### src/rtl/bk_sector_ctrl_if.sv
// SD sector handshake between the backup streamer and hps_io.
// The streamer drives LBA and read/write requests; hps_io returns ack.
interface bk_sector_ctrl_if;
    logic [31:0] sd_lba;
    logic        sd_rd;
    logic        sd_wr;
    logic        sd_ack;

    modport master (
        output sd_lba,
        output sd_rd,
        output sd_wr,
        input  sd_ack
    );

    modport slave (
        input  sd_lba,
        input  sd_rd,
        input  sd_wr,
        output sd_ack
    );
endinterface

### src/rtl/bk_sector_ctrl.sv
// Multi-slot backup-RAM sector streamer: sequences LBAs and the SD
// handshake for load/save of a save slot, tracks dirty state and timeouts.
module bk_sector_ctrl #(
    parameter int          SLOT_BITS   = 2,
    parameter int          SECT_BITS   = 6,
    parameter logic [23:0] ACK_TIMEOUT = 24'd10000000
) (
    input  logic                 clk_sys,
    input  logic                 reset,
    input  logic                 ena,
    input  logic                 load_req,
    input  logic                 save_req,
    input  logic                 autoload,
    input  logic [SLOT_BITS-1:0] slot,
    input  logic [SECT_BITS-1:0] last_sector,
    input  logic                 ram_wr,
    bk_sector_ctrl_if.master     sd,
    output logic                 busy,
    output logic                 loading,
    output logic                 dirty,
    output logic                 done,
    output logic                 err
);

    typedef enum logic [1:0] {
        S_IDLE,
        S_REQ,
        S_XFER,
        S_FIN
    } state_e;

    localparam int          PAD     = 32 - SLOT_BITS - SECT_BITS;
    localparam logic [23:0] TO_LAST = ACK_TIMEOUT - 24'd1;
    localparam logic [SECT_BITS-1:0] SECT_ONE =
        {{(SECT_BITS-1){1'b0}}, 1'b1};

    state_e               state_q;
    logic                 ldreq_q;
    logic                 svreq_q;
    logic                 ack_q;
    logic [SLOT_BITS-1:0] slot_q;
    logic [SECT_BITS-1:0] sect_q;
    logic [SECT_BITS-1:0] last_q;
    logic [23:0]          cnt_q;
    logic                 is_load_q;
    logic                 wr_seen_q;
    logic                 rd_q;
    logic                 wr_q;
    logic                 busy_q;
    logic                 loading_q;
    logic                 dirty_q;
    logic                 done_q;
    logic                 err_q;

    logic ld_go;
    logic sv_go;
    logic ack_rise;
    logic ack_fall;
    logic to_hit;

    assign ld_go    = (load_req & ~ldreq_q) | autoload;
    assign sv_go    = save_req & ~svreq_q;
    assign ack_rise = sd.sd_ack & ~ack_q;
    assign ack_fall = ~sd.sd_ack & ack_q;
    assign to_hit   = (ACK_TIMEOUT != 24'd0) && (cnt_q == TO_LAST);

    // Edge registers reset high so a request held through reset is not an edge.
    always_ff @(posedge clk_sys or posedge reset) begin
        if (reset) begin
            state_q   <= S_IDLE;
            ldreq_q   <= 1'b1;
            svreq_q   <= 1'b1;
            ack_q     <= 1'b0;
            slot_q    <= '0;
            sect_q    <= '0;
            last_q    <= '0;
            cnt_q     <= '0;
            is_load_q <= 1'b0;
            wr_seen_q <= 1'b0;
            rd_q      <= 1'b0;
            wr_q      <= 1'b0;
            busy_q    <= 1'b0;
            loading_q <= 1'b0;
            dirty_q   <= 1'b0;
            done_q    <= 1'b0;
            err_q     <= 1'b0;
        end else begin
            ldreq_q <= load_req;
            svreq_q <= save_req;
            ack_q   <= sd.sd_ack;
            done_q  <= 1'b0;

            if (ram_wr && !loading_q) begin
                dirty_q   <= 1'b1;
                wr_seen_q <= 1'b1;
            end

            unique case (state_q)
                S_IDLE: begin
                    if (ena && (ld_go || sv_go)) begin
                        state_q   <= S_REQ;
                        slot_q    <= slot;
                        sect_q    <= '0;
                        last_q    <= last_sector;
                        cnt_q     <= '0;
                        is_load_q <= ld_go;
                        wr_seen_q <= 1'b0;
                        rd_q      <= ld_go;
                        wr_q      <= ~ld_go;
                        busy_q    <= 1'b1;
                        loading_q <= ld_go;
                        err_q     <= 1'b0;
                    end
                end
                S_REQ: begin
                    cnt_q <= cnt_q + 24'd1;
                    if (ack_rise) begin
                        state_q <= S_XFER;
                        cnt_q   <= '0;
                        rd_q    <= 1'b0;
                        wr_q    <= 1'b0;
                    end else if (to_hit) begin
                        state_q   <= S_IDLE;
                        rd_q      <= 1'b0;
                        wr_q      <= 1'b0;
                        busy_q    <= 1'b0;
                        loading_q <= 1'b0;
                        err_q     <= 1'b1;
                    end
                end
                S_XFER: begin
                    cnt_q <= cnt_q + 24'd1;
                    if (ack_fall) begin
                        cnt_q <= '0;
                        if (sect_q == last_q) begin
                            state_q   <= S_FIN;
                            done_q    <= 1'b1;
                            busy_q    <= 1'b0;
                            loading_q <= 1'b0;
                        end else begin
                            state_q <= S_REQ;
                            sect_q  <= sect_q + SECT_ONE;
                            rd_q    <= is_load_q;
                            wr_q    <= ~is_load_q;
                        end
                    end else if (to_hit) begin
                        state_q   <= S_IDLE;
                        busy_q    <= 1'b0;
                        loading_q <= 1'b0;
                        err_q     <= 1'b1;
                    end
                end
                S_FIN: begin
                    state_q <= S_IDLE;
                    // A save only cleans the RAM if nothing wrote it meanwhile.
                    if (!ram_wr && (is_load_q || !wr_seen_q)) begin
                        dirty_q <= 1'b0;
                    end
                end
                default: state_q <= S_IDLE;
            endcase
        end
    end

    assign sd.sd_lba = {{PAD{1'b0}}, slot_q, sect_q};
    assign sd.sd_rd  = rd_q;
    assign sd.sd_wr  = wr_q;
    assign busy      = busy_q;
    assign loading   = loading_q;
    assign dirty     = dirty_q;
    assign done      = done_q;
    assign err       = err_q;

endmodule

### src/flat_wrapper.sv
// flat-port wrapper written by rule: the top's interface ports become plain ports
module bk_sector_ctrl_flat 
#(
    parameter int          SLOT_BITS   = 2,
    parameter int          SECT_BITS   = 6,
    parameter logic [23:0] ACK_TIMEOUT = 24'd10000000
)
  (clk_sys, reset, ena, load_req, save_req, autoload, slot, last_sector, ram_wr, busy, loading, dirty, done, err, sd_sd_lba, sd_sd_rd, sd_sd_wr, sd_sd_ack);
  bk_sector_ctrl_if sd_i ();
  input  logic clk_sys;
  input  logic reset;
  input  logic ena;
  input  logic load_req;
  input  logic save_req;
  input  logic autoload;
  input  logic [SLOT_BITS-1:0] slot;
  input  logic [SECT_BITS-1:0] last_sector;
  input  logic ram_wr;
  output logic busy;
  output logic loading;
  output logic dirty;
  output logic done;
  output logic err;
  output wire logic [$bits(sd_i.sd_lba)-1:0] sd_sd_lba;
  output wire logic [$bits(sd_i.sd_rd)-1:0] sd_sd_rd;
  output wire logic [$bits(sd_i.sd_wr)-1:0] sd_sd_wr;
  input wire logic [$bits(sd_i.sd_ack)-1:0] sd_sd_ack;
  assign sd_sd_lba = sd_i.sd_lba;
  assign sd_sd_rd = sd_i.sd_rd;
  assign sd_sd_wr = sd_i.sd_wr;
  assign sd_i.sd_ack = sd_sd_ack;
  bk_sector_ctrl #(.SLOT_BITS(SLOT_BITS), .SECT_BITS(SECT_BITS), .ACK_TIMEOUT(ACK_TIMEOUT)) u_core (.clk_sys(clk_sys), .reset(reset), .ena(ena), .load_req(load_req), .save_req(save_req), .autoload(autoload), .slot(slot), .last_sector(last_sector), .ram_wr(ram_wr), .sd(sd_i), .busy(busy), .loading(loading), .dirty(dirty), .done(done), .err(err));
endmodule
### config.mk
export PLATFORM = sky130hd
export DESIGN_NAME = bk_sector_ctrl_flat
export DESIGN_NICKNAME = d
export VERILOG_FILES = /design/src/rtl/bk_sector_ctrl_if.sv /design/src/rtl/bk_sector_ctrl.sv /design/src/flat_wrapper.sv
export SDC_FILE = /design/constraint.sdc
export NUM_CORES = 1
export LEC_CHECK = 0
export BUFFER_PORTS_ARGS = -buffer_cell sky130_fd_sc_hd__buf_2
export CORE_AREA = 2 2 78 87
export DETAILED_ROUTE_END_ITERATION = 10
export DIE_AREA = 0 0 80 89
export GPL_ROUTABILITY_DRIVEN = 0
export GPL_TIMING_DRIVEN = 0
export HOLD_SLACK_MARGIN = 0.1
export PLACE_DENSITY = 0.74
export SLEW_MARGIN = 30
export SYNTH_ARGS = -nofsm -noshare
export SYNTH_HDL_FRONTEND = slang
export SYNTH_SLANG_ARGS = --single-unit
export TNS_END_PERCENT = 1
### constraint.sdc
create_clock -name clk_sys -period 1.9 [get_ports clk_sys]
set_input_delay 0.475 -clock clk_sys [delete_from_list [all_inputs] [get_ports clk_sys]]
set_output_delay 0.475 -clock clk_sys [all_outputs]
set_load 0.02 [all_outputs]
==> results.sh, run 1 <==
export IMPL_status="complete, but fails checks"
export IMPL_violations="negative setup slack"
export IMPL_die_x_um=80
export IMPL_io_buffers=30
export IMPL_groute_usage_overall=0.214
export IMPL_vias=2788
export IMPL_dpl_hpwl_mm=4.96
export IMPL_finalSetupViolations=4
export IMPL_skew_ns=0.00395
export IMPL_synthDistinctLibCells=55
export IMPL_drive_gt1_frac=0.333
export IMPL_cp_max_fo=4
export IMPL_die_h_um=89
export IMPL_maxCapViolCount=0
export IMPL_max_slew_worst_pin_slew_ns=0.621
export IMPL_yosysSeqAreaShare=0.421
export IMPL_nNetsFinal=437
export IMPL_r2r_setup_slack_ns=-0.06
export IMPL_peakVddDrop_uv=711
export IMPL_min_path_type="in2reg"
export IMPL_synth_area_sq_um=3100
export IMPL_row_count=30
export IMPL_clock_latency_ns=0.31
export IMPL_grt_max_degree=52
export IMPL_pin_count=55
export IMPL_diodes=0
export IMPL_hp_start="save_req"
export IMPL_cts_clk_slew_worst_paths_ns=0.09
export IMPL_ys_top_cells_by_area="dfrtp_1 40%, buf_4 5.8%, o21ai_0 4.5%"
export IMPL_die_area_sq_um=7120
export IMPL_synth_ff_type="dfrtp_1"
export IMPL_drcViolationCount=0
export IMPL_grt_pass1_wl_mm=12.0
export IMPL_multi_input_area_sq_um=1810
export IMPL_area_growth_pct=27.5
export IMPL_crit_type="reg2reg"
export IMPL_cts_tree="done"
export IMPL_final_common_cell="dfrtp_1"
export IMPL_root_buffer="clkbuf_8"
export IMPL_critical_path_arrival_ns=2.17
export IMPL_fin_util=0.641
export IMPL_synth_edf_count=0
export IMPL_routed_wl_mm=7.49
export IMPL_min_period_ns=1.96
export IMPL_r2r_end="u_core.sd.sd_rd$_DFFE_PP0P_"
export IMPL_yosysWarningCount=0
export IMPL_clock_fmax_mhz=509
export IMPL_drtAntennaViolNets=0
export IMPL_fin_ws_ns=-0.0650
export IMPL_async_flop_share=1.00
export IMPL_cts_buffers=5
export IMPL_htree_levels=2
export IMPL_core_sq_um=6160
export IMPL_firstDrtPassIters=5
export IMPL_ys_ff_latch=52
export IMPL_hold_path_depth=1
export IMPL_grt_remaining_overflow=0
export IMPL_synthCells=332
export IMPL_vias_per_cell=5.63
export IMPL_place_area_sq_um=3470
export IMPL_powerDensity_nw_per_um2=1180
export IMPL_max_slew_margin=0.585
export IMPL_post_synth_top_area_fraction=0.404
export IMPL_syn_avg_cell_area_sq_um=9.33
export IMPL_final_cell_area_sq_um=3950
export IMPL_rsz0062_at_grt="yes"
export IMPL_finalHoldViolations=0
export IMPL_fillCellCount=514
export IMPL_wl_per_cell_um=15.1
export IMPL_period_share=1.03
export IMPL_initial_core_util=0.503
export IMPL_synth_top_cell_by_area="dfrtp_1"
export IMPL_antenna_found_initial=0
export IMPL_rr_worst_depth=5
export IMPL_grt_pass1_vias=2642
export IMPL_leakagePower_nw=1.78
export IMPL_worstPathRequired_ns=2.10
export IMPL_clock_sinks=52
export IMPL_holdPathEnd="u_core.svreq_q$_DFF_PP1_"
export IMPL_startpoint_type="flop"
export IMPL_final_cell_mix="50 x dfrtp_1, 44 x buf_4, 32 x buf_2, 28 x nand2_1, 24 x conb_1"
export IMPL_r2r_start="u_core.cnt_q[8]$_DFFE_PP0P_"
export IMPL_slew_violations=0
export IMPL_drt_initial_drc_count=241
export IMPL_cp_end_kind="flop"
export IMPL_clockBufferDepth=2
export IMPL_final_seq_area_sq_um=1300
[metrics by stage]
stage,instances,total power [mW],setup slack [ns],hold slack (ns),setup TNS [ns]
floorplan,355,2.79,0.00303,0.474,0
global placement,465,3.22,-0.508,0.474,-34.31
detailed placement,466,3.28,-0.525,0.342,-10.47
CTS,483,4.36,-0.0192,0.267,-0.0520
global route,495,4.93,-0.127,0.260,-2.19
finish,495,4.65,-0.0650,0.271,-0.209
[sequential cells by signal, summed over array words and instances (netlist names)]
name	flops
u_core.dirty	1
u_core.err	1
u_core.svreq_q	1
u_core.sect_q	6
u_core.wr_seen_q	1
u_core.sd.sd_wr	1
u_core.is_load_q	1
u_core.done	1
u_core.ack_q	1
u_core.busy	1
u_core.state_q	2
u_core.sd.sd_rd	1
u_core.cnt_q	24
u_core.slot_q	2
u_core.loading	1
u_core.last_q	6
u_core.ldreq_q	1
[layout make-up]
cell class | instances | share of cell area
multi-input combinational | 259 | 0.458
sequential | 52 | 0.330
timing repair buffer | 53 | 0.0894
buffer | 29 | 0.0542
tap | 80 | 0.0253
clock buffer | 5 | 0.0174
inverter | 14 | 0.0146
clock inverter | 3 | 0.0108
[cells in the mapped netlist (all sizes together), types with 4 or more instances]
master,number
dfrtp,50
nand4,11
or3,6
and3,4
nor2,15
nor4,6
ha,7
nand3,19
mux2,10
inv,14
nor2b,5
buf,28
nand2,29
nor3,14
o21ai,30
mux2i,4
xnor2,9
nand2b,11
a21oi,16
o31ai,4
[worst max path at each step]
stage / startpoint / to / slack, ns / cells past startpoint
2_1_floorplan: u_core.state_q[1]$_DFFE_PP0N_ / u_core.cnt_q[10]$_DFFE_PP0P_ / 0.003 / 7
3_3_place_gp: reset / u_core.cnt_q[19]$_DFFE_PP0P_ / -0.51 / 2
3_5_place_dp: u_core.state_q[1]$_DFFE_PP0N_ / u_core.cnt_q[9]$_DFFE_PP0P_ / -0.52 / 7
4_1_cts: u_core.cnt_q[17]$_DFFE_PP0P_ / u_core.sd.sd_rd$_DFFE_PP0P_ / -0.02 / 5
5_1_grt: u_core.state_q[1]$_DFFE_PP0N_ / u_core.cnt_q[5]$_DFFE_PP0P_ / -0.13 / 8
6_report: u_core.cnt_q[8]$_DFFE_PP0P_ / u_core.sd.sd_rd$_DFFE_PP0P_ / -0.06 / 5
[routing by layer]
metal | GRT usage | part of all wire | vias up
met1 | 0.254 | 0.40 | 1350
li1 | - | - | 1321
met2 | 0.390 | 0.52 | 102
met4 | 0.0724 | 0.022 | 0
met5 | 0 | 0 | -
met3 | 0.0384 | 0.055 | 15
[what timing repair did]
item	4_1_cts	5_1_grt
setup endpoints to repair	35	41
setup buffers	9	12
hold buffers	1	0
cloned	0	0
gates resized for setup	26	26
endpoints found under the hold margin	1	0
pin swaps	4	13
[cell families after synthesis]
| family | Yosys count | synth area share |
|---|---|---|
| other cells | 1 | 0.00121 |
| compound gates | 73 | 0.149 |
| xor+xnor | 11 | 0.0311 |
| simple gates | 130 | 0.236 |
| flops | 52 | 0.421 |
| mux | 14 | 0.0493 |
| fa+ha+maj | 7 | 0.0283 |
| buf+inv | 44 | 0.0840 |
[critical path, stage by stage (launching register included)]
cell and delay [ns]:
dfrtp_1 0.43, nor4b_1 0.32, and3_1 0.26, nand3_2 0.14, a221oi_4 0.38, mux2_4 0.33
[where the power goes]
part / switching (mW) / internal (mW) / leakage (nW)
Sequential: 0.151 / 1.31 / 0.681
Clock: 0.377 / 0.390 / 0.0541
Combinational: 1.40 / 1.01 / 1.04
(Power assumes the default switching activity.)
==> run 2: changes to the inputs <==
--- a/config.mk
+++ b/config.mk
@@ -5,15 +5,16 @@
 export SDC_FILE = /design/constraint.sdc
 export NUM_CORES = 1
 export LEC_CHECK = 0
-export BUFFER_PORTS_ARGS = -buffer_cell sky130_fd_sc_hd__buf_2
-export CORE_AREA = 2 2 78 87
+export ABC_AREA = 1
+export BUFFER_PORTS_ARGS = -buffer_cell sky130_fd_sc_hd__clkbuf_2
+export CORE_AREA = 2 2 81 91
 export DETAILED_ROUTE_END_ITERATION = 10
-export DIE_AREA = 0 0 80 89
+export DIE_AREA = 0 0 83 93
 export GPL_ROUTABILITY_DRIVEN = 0
 export GPL_TIMING_DRIVEN = 0
 export HOLD_SLACK_MARGIN = 0.1
 export PLACE_DENSITY = 0.74
-export SLEW_MARGIN = 30
+export SLEW_MARGIN = 20
 export SYNTH_ARGS = -nofsm -noshare
 export SYNTH_HDL_FRONTEND = slang
 export SYNTH_SLANG_ARGS = --single-unit
==> run 2 against run 1 <==
Net effect: the flow now finishes without violations; die area up 8.4%; power shrank 11%; worst hold slack got worse by 0.089 ns; clock skew up 0.0094 ns; routed wire length decreased by 3.9%; sequential power hardly changed; synthesized area grew 10%; via count rose by 6.5%; non-clock buffer count is 17 lower; sequential share of layout area is 0.59 points higher; clock-buffer cell count is 2 higher; critical path type unchanged; largest cell class unchanged; highest routed layer unchanged.
==> results.sh, run 2 <==
export IMPL_crit_type="reg2reg"
export IMPL_synthCells=470
export IMPL_peakVddDrop_uv=739
export IMPL_max_slew_margin=0.637
export IMPL_groute_usage_overall=0.195
export IMPL_period_share=0.929
export IMPL_cp_max_fo=10
export IMPL_antenna_found_initial=0
export IMPL_synthDistinctLibCells=36
export IMPL_startpoint_type="flop"
export IMPL_finalHoldViolations=0
export IMPL_vias_per_cell=4.80
export IMPL_grt_remaining_overflow=0
export IMPL_synth_common_cells="127 x nand2_1, 72 x inv_1, 50 x dfrtp_1, 43 x nor2_1, 34 x nand3_1"
export IMPL_grt_pass1_vias=2764
export IMPL_firstDrtPassIters=4
export IMPL_grt_max_degree=29
export IMPL_final_seq_area_sq_um=1310
export IMPL_worstPathRequired_ns=2.14
export IMPL_fin_ws_ns=0.135
export IMPL_pin_count=55
export IMPL_drive_gt1_frac=0.225
export IMPL_ys_ff_latch=52
export IMPL_clockBufferDepth=2
export IMPL_clock_fmax_mhz=567
export IMPL_clock_latency_ns=0.31
export IMPL_wl_per_cell_um=11.6
export IMPL_root_buffer="clkbuf_8"
export IMPL_largest_register="u_core.cnt_q"
export IMPL_yosysSeqAreaShare=0.383
export IMPL_critical_path_arrival_ns=2.00
export IMPL_slew_violations=0
export IMPL_synth_area_sq_um=3410
export IMPL_whs_ns=0.182
export IMPL_routed_wl_mm=7.20
export IMPL_final_common_cell="nand2_1"
export IMPL_die_h_um=93
export IMPL_dpl_worst_slack_ns=-0.000301
export IMPL_drcViolationCount=0
export IMPL_synthMostInstantiatedCell="nand2_1"
export IMPL_initial_core_util=0.498
export IMPL_slowest_stage="dfrtp_2"
export IMPL_grt_pass1_wl_mm=12.3
export IMPL_die_area_sq_um=7720
export IMPL_cts_tree="done"
export IMPL_row_count=32
export IMPL_synth_top_cell_by_area="dfrtp_1"
export IMPL_fillCellCount=642
export IMPL_maxCapViolCount=0
export IMPL_max_slew_worst_pin_slew_ns=0.544
export IMPL_cp_end_kind="flop"
export IMPL_synth_ff_type="dfrtp_1"
export IMPL_synth_edf_count=0
export IMPL_area_growth_pct=14.1
export IMPL_post_synth_top_area_fraction=0.367
export IMPL_core_sq_um=6850
export IMPL_leakagePower_nw=2.05
export IMPL_cts_clk_slew_worst_paths_ns=0.10
export IMPL_multi_input_area_sq_um=1660
export IMPL_powerDensity_nw_per_um2=1070
export IMPL_clock_sinks=52
export IMPL_crit_chain="inv_1 -> ha_1 -> buf_4 -> nand2_2 -> a21oi_4 -> nor2_1 -> buf_2 -> nor3b_2"
export IMPL_min_period_ns=1.77
export IMPL_final_cell_mix="126 x nand2_1, 71 x inv_1, 48 x dfrtp_1, 42 x nor2_1, 34 x nand3_1"
export IMPL_largest_registers="u_core.cnt_q (24), u_core.last_q (6), u_core.sect_q (6)"
export IMPL_htree_levels=2
export IMPL_nNetsFinal=556
export IMPL_finalSetupViolations=0
export IMPL_ys_top_cells_by_area="dfrtp_1 37%, nand2_1 14%, inv_1 7.9%"
export IMPL_min_path_type="in2async"
export IMPL_status="finished, final reports clean"
export IMPL_total_power_mw=4.14
export IMPL_drt_initial_drc_count=235
export IMPL_dpl_hpwl_mm=5.66
export IMPL_syn_avg_cell_area_sq_um=7.25
export IMPL_die_x_um=83
export IMPL_diodes=0
export IMPL_async_flop_share=1.00
export IMPL_largest_register_ff_count=24
export IMPL_rsz0062_at_grt="no"
export IMPL_slowest_delay_ns=0.45
export IMPL_skew_ns=0.0134
export IMPL_vias=2970
export IMPL_yosysWarningCount=0
export IMPL_drtAntennaViolNets=0
export IMPL_cts_buffers=5
export IMPL_io_buffers=30
run 2: worst paths after layout:
check | startpoint | to | slack, ns | depth (start not counted)
min | reset | u_core.sect_q[1]$_DFFE_PP0P_ | 0.18 | 2
max in group asynchronous | reset | u_core.state_q[0]$_DFFE_PP0N_ | 1.17 | 3
min in group clk_sys | save_req | u_core.svreq_q$_DFF_PP1_ | 0.25 | 1
max | u_core.state_q[0]$_DFFE_PP0N_ | u_core.cnt_q[14]$_DFFE_PP0P_ | 0.13 | 8
max reg2reg | u_core.state_q[0]$_DFFE_PP0N_ | u_core.cnt_q[14]$_DFFE_PP0P_ | 0.13 | 8
min reg2reg | u_core.busy$_DFFE_PP0P_ | u_core.busy$_DFFE_PP0P_ | 0.49 | 2
run 2: cell type report:
class | instances | area share
plain buffers | 32 | 0.0618
clock inverters | 1 | 0.00225
clock buffers | 7 | 0.0222
well taps | 85 | 0.0274
multi-input cells | 330 | 0.426
repair buffers | 33 | 0.0476
flip-flops and latches | 52 | 0.336
inverters | 79 | 0.0763
run 2: what timing repair did:
item                       in CTS  in global routing
hold buffers                    0                  0
pin swaps                       0                  1
resized for setup               1                  3
setup buffers                   0                  2
setup endpoints to repair       9                 21
run 2: cell families after synthesis:
family	share of synthesized area
AND/OR/NAND/NOR	0.328
other	0.00110
buffers and inverters	0.158
AO/OA/AOI/OAI	0.0948
adder cells (fa/ha/maj)	0.0257
flip-flops	0.383
XOR/XNOR	0.0103
run 2: power breakdown:
part           switching (mW)  internal, mW  leakage, nW
registers               0.142          1.31        0.682
logic                    1.34         0.677         1.32
clock network           0.369         0.299       0.0484
run 2: worst max-delay path: cells and delay by family (launching register included):
kind            cells  cell delay [ns]
fa+ha+maj           1             0.15
compound gates      1             0.26
flops               1             0.45
buf+inv             3             0.46
simple gates        3             0.37
run 2: per-stage QoR:
step            util  std cells  instance area (sq um)  setup TNS [ns]
3_3_place_gp   0.548        608                   3750          -25.55
2_1_floorplan      -        493                   3490               0
5_1_grt        0.568        619                   3890               0
6_report       0.568        619                   3890               0
3_5_place_dp   0.551        609                   3770       -0.000301
4_1_cts        0.565        617                   3870         -0.0150
run 2: routing by layer:
metal	vias to the layer above	track usage	routed length [um]	share of wire
met2	59	0.370	3860	0.54
li1	1548	-	-	-
met3	7	0.0309	304	0.042
met4	0	0.0683	84	0.012
met1	1356	0.222	2950	0.41
met5	-	0	0	0
